===== src/rtl/mem_arbiter.sv =====
// Shares one single-ported synchronous SRAM between instruction fetch and the data port.
// Data has priority, fetch starvation is bounded, and the data port can lock the memory.
module mem_arbiter #(
   parameter int ADDR_WIDTH   = 16,
   parameter int DATA_WIDTH   = 32,
   parameter int STARVE_LIMIT = 4
) (
   input  logic                      clk,
   input  logic                      reset,
   input  logic                      if_req,
   input  logic [ADDR_WIDTH-1:0]     if_addr,
   output logic                      if_gnt,
   output logic                      if_rvalid,
   output logic [DATA_WIDTH-1:0]     if_rdata,
   input  logic                      d_req,
   input  logic [ADDR_WIDTH-1:0]     d_addr,
   input  logic [DATA_WIDTH/8-1:0]   d_we,
   input  logic [DATA_WIDTH-1:0]     d_wdata,
   input  logic                      d_lock,
   output logic                      d_gnt,
   output logic                      d_rvalid,
   output logic [DATA_WIDTH-1:0]     d_rdata,
   output logic                      mem_en,
   output logic [ADDR_WIDTH-1:0]     mem_addr,
   output logic [DATA_WIDTH/8-1:0]   mem_we,
   output logic [DATA_WIDTH-1:0]     mem_wdata,
   input  logic [DATA_WIDTH-1:0]     mem_rdata
);

   localparam logic [3:0] LIMIT = 4'(STARVE_LIMIT);

   typedef enum logic [1:0] {
      SRC_NONE = 2'd0,
      SRC_IF   = 2'd1,
      SRC_D    = 2'd2
   } src_e;

   src_e       pend_src_q, pend_src_d;
   logic       lock_q, lock_d;
   logic [3:0] starve_cnt_q, starve_cnt_d;

   always_ff @(posedge clk or posedge reset) begin
      if (reset) begin
         pend_src_q   <= SRC_NONE;
         lock_q       <= 1'b0;
         starve_cnt_q <= 4'd0;
      end else begin
         pend_src_q   <= pend_src_d;
         lock_q       <= lock_d;
         starve_cnt_q <= starve_cnt_d;
      end
   end

   // Grants are gated by reset itself so nothing is accepted while reset is held.
   always_comb begin
      if_gnt = 1'b0;
      d_gnt  = 1'b0;
      if (!reset) begin
         if (lock_q) begin
            d_gnt = d_req;
         end else if (if_req && d_req) begin
            if (starve_cnt_q == LIMIT) begin
               if_gnt = 1'b1;
            end else begin
               d_gnt = 1'b1;
            end
         end else begin
            if_gnt = if_req;
            d_gnt  = d_req;
         end
      end
   end

   always_comb begin
      mem_en    = if_gnt | d_gnt;
      mem_addr  = '0;
      mem_we    = '0;
      mem_wdata = '0;
      if (if_gnt) begin
         mem_addr = if_addr;
      end else if (d_gnt) begin
         mem_addr  = d_addr;
         mem_we    = d_we;
         mem_wdata = d_wdata;
      end
   end

   // The counter only tracks data grants that actually held fetch off in open arbitration.
   always_comb begin
      starve_cnt_d = starve_cnt_q;
      lock_d       = lock_q;
      pend_src_d   = SRC_NONE;

      if (!if_req || if_gnt) begin
         starve_cnt_d = 4'd0;
      end else if (d_gnt && !lock_q && (starve_cnt_q < LIMIT)) begin
         starve_cnt_d = starve_cnt_q + 4'd1;
      end

      if (d_gnt) begin
         lock_d = d_lock;
      end

      if (if_gnt) begin
         pend_src_d = SRC_IF;
      end else if (d_gnt) begin
         pend_src_d = SRC_D;
      end
   end

   always_comb begin
      if_rvalid = (pend_src_q == SRC_IF);
      d_rvalid  = (pend_src_q == SRC_D);
      if_rdata  = if_rvalid ? mem_rdata : '0;
      d_rdata   = d_rvalid  ? mem_rdata : '0;
   end

endmodule


===== config.mk =====
export PLATFORM = sky130hd
export DESIGN_NAME = mem_arbiter
export DESIGN_NICKNAME = d
export VERILOG_FILES = /design/src/rtl/mem_arbiter.sv
export SDC_FILE = /design/constraint.sdc
export NUM_CORES = 1
export LEC_CHECK = 0
export ABC_AREA = 1
export CORE_AREA = 2 2 89 91
export DETAILED_ROUTE_END_ITERATION = 8
export DIE_AREA = 0 0 91 93
export PLACE_DENSITY = 0.69
export SLEW_MARGIN = 30
export SYNTH_ARGS = -nofsm -noshare
export SYNTH_HDL_FRONTEND = slang
export SYNTH_SLANG_ARGS = --single-unit

===== constraint.sdc =====
create_clock -name clk -period 3 [get_ports clk]
set_input_delay 0.3 -clock clk [delete_from_list [all_inputs] [get_ports clk]]
set_output_delay 0.3 -clock clk [all_outputs]
set_load 0.1 [all_outputs]

==> metrics.txt <==
status complete, no violations; Root Driver clkbuf_8; kind of critical path reg -> out; commonest non-fill, non-tap cell in the layout clkdlybuf4s50_1; maxcap violations 0; dpl hpwl 5770 um; CP Max Fanout 27; IO Count 226; synthesis-to-layout area growth 214%; total CTS buffers 3; routability cong. between 0.8 and 0.9; Initial Utilization 17.4%; grt total ovfl 0; syn_nets just under 400; Finished Core Util between 50% and 60%; Gate Count Post-Synth 286; WL final around 6500 um; Leak ~0.0022 uW; register bit total from synthesis 7; post-route cell area ~0.0041 mm^2; syn_area_per_cell 4.59 um^2; Num Clock Sinks 7; Post-Synth Simple-Gate Area 52.2%; clk buf depth 2; Die X-Extent a little over 90 um; final antenna-violating net count 0; Final Critical Period 2.34 ns; via/cell ratio about 3.8; Reg power frac 8.9%; peak supply drop about 190 uV; critical-path cell list inv_1 > ha_1 > inv_1 > nor2_2 > nand3_2 > nand2_2 > buf_4 > nand2_1 > buf_12; antenna violations before repair 0; Final Hold Viols 0; H-Tree Depth 1; Critical Path Most Common Cell inv_1; Final #Nets 613; multiplexer share of the synthesized area 0%; Psw roughly 660 uW; internal power slightly above 500 uW; largest net degree at the start of global routing 34; post-synthesis compound-gate area fraction 1.81%; total power ~1200 uW; first-pass GRT wire length approximately 10000 um; largest family of logic cells by synthesized area simple AND/OR/NAND/NOR gates; Post-CTS Setup Inserts 0; fin crit share between 70% and 80%; clock network power share 11.2%; WL/cell 10.8 um; P per Cell Area 282 mW/mm^2; Comb power frac about 80%; unrepaired setup endpoints after global routing false; slowest stage delay, CP around 0.39 ns; commonest cells after routing, fill and taps aside clkdlybuf4s50_1 (104), inv_1 (83), nor2_1 (73); vias in the first global route about 2200; HP Class in -> async; Final Skew 0.000183 ns; Worst-path clk slew 0.04 ns; die height slightly above 90 um; antenna cells 0; max-slew violation count 0; synthesized-area fraction occupied by adder cells 1.91%; cts hold-fix bufs 0; port bufs about 230; TNS Setup 0 ns; Post-Place Cell Area 0.00408 mm^2; register area share after synthesis 13.3%; 1st-iter DRT viols 42; CP required approximately 2.7 ns; XOR/XNOR share of the synthesized area 0%; Worst Tran Pin Value between 0.5 and 0.6 ns; post-cts sizing count 0; CP Capture Type output pin; Fmax 427 MHz; synthesized area about 0.0013 mm^2; Slowest-stage cell, CP dfrtp_1; Startpoint Class flop; Net Sw Frac a little under three fifths; share of cells above drive strength 1 between 30% and 40%; CTS tree yes; Initial DRT Pass Iterations 4; CORE AREA about 0.0075 mm^2; Yosys cell types 18; die footprint ~0.0085 mm^2; Worst-Skew Late Latency 0.23 ns; GRT Resource Usage Total around 14%; Yosys warnings 0; slew margin rel. roughly three fifths; DR DRC count 0; Setup-failing EPs final 0; Via Count between 2000 and 2500; row count 32; critical path arrival 2.04 ns
[path summary, 6_finish.rpt]
path | from | end | slack [ns] | cells after the start
setup reg to reg | starve_cnt_q[0]$_DFFE_PP0P_ | lock_q$_DFFE_PP0P_ | 1.36 | 9
setup / recovery | starve_cnt_q[0]$_DFFE_PP0P_ | mem_en | 0.66 | 9
max in group asynchronous | reset | starve_cnt_q[1]$_DFFE_PP0P_ | 2.41 | 2
hold / removal | reset | starve_cnt_q[3]$_DFFE_PP0P_ | 0.39 | 2
hold reg to reg | starve_cnt_q[3]$_DFFE_PP0P_ | starve_cnt_q[3]$_DFFE_PP0P_ | 0.55 | 2
min in group clk | starve_cnt_q[3]$_DFFE_PP0P_ | starve_cnt_q[3]$_DFFE_PP0P_ | 0.55 | 2
[Yosys cell counts (all sizes together)]
master / instances / share of area [%]
nor2: 108 / 31
inv: 85 / 24
nand2: 61 / 18
dfrtp: 7 / 13
buf: 6 / 4.7
clkbuf: 6 / 1.7
nand3: 3 / 1.5
nand4: 3 / 1.4
a21oi: 2 / 0.76
ha: 2 / 1.9
o21ai: 2 / 1.0
nor3: 1 / 0.38
[worst max-delay path: cells and delay by family (launching register included)]
family / cells / cell delay (ns)
fa+ha+maj: 1 / 0.17
simple gates: 4 / 0.60
buf+inv: 4 / 0.65
flops: 1 / 0.39
[cell families after synthesis]
family / Yosys count
flip-flops: 7
adder cells (fa/ha/maj): 2
buffers and inverters: 97
AO/OA/AOI/OAI: 4
AND/OR/NAND/NOR: 176
[per-layer routing]
metal / wire length [um] / global-route usage [%] / part of all wire (%) / vias up
met5: 0 / 0 / 0 / -
met1: 2280 / 14.4 / 35 / 963
met3: 549 / 4.43 / 8.4 / 10
met2: 3600 / 28.7 / 55 / 112
met4: 91 / 3.03 / 1.4 / 0
li1: - / - / - / 1215
[state kept, by name (all words and copies together), names as in the netlist]
register and flops:
lock_q 1, pend_src_q 2, starve_cnt_q 4
[through the flow]
step / hold slack [ns] / worst slack (ns) / cells
after floorplan: 0.103 / 0.0718 / 286
after global placement: 0.531 / 0.724 / 603
after detailed placement: 0.543 / 0.648 / 603
after CTS: 0.396 / 0.636 / 607
after global routing: 0.417 / 0.438 / 607
final: 0.389 / 0.660 / 607
[layout make-up]
type,instances,area [um^2]
inverter,85,319
tap,102,128
timing repair buffer,227,2640
clock buffer,4,45.0
fill,721,3400
multi-input combinational,182,820
sequential,7,175
[power by group through the flow]
| stage | combinational, uW | sequential, uW | clock [uW] |
|---|---|---|---|
| 2_1_floorplan | 583 | 104 | 0 |
| 3_3_place_gp | 930 | 104 | 0 |
| 3_5_place_dp | 935 | 105 | 0 |
| 4_1_cts | 936 | 103 | 135 |
| 5_1_grt | 968 | 104 | 143 |
| 6_report | 931 | 103 | 131 |
(Power assumes the default switching activity.)
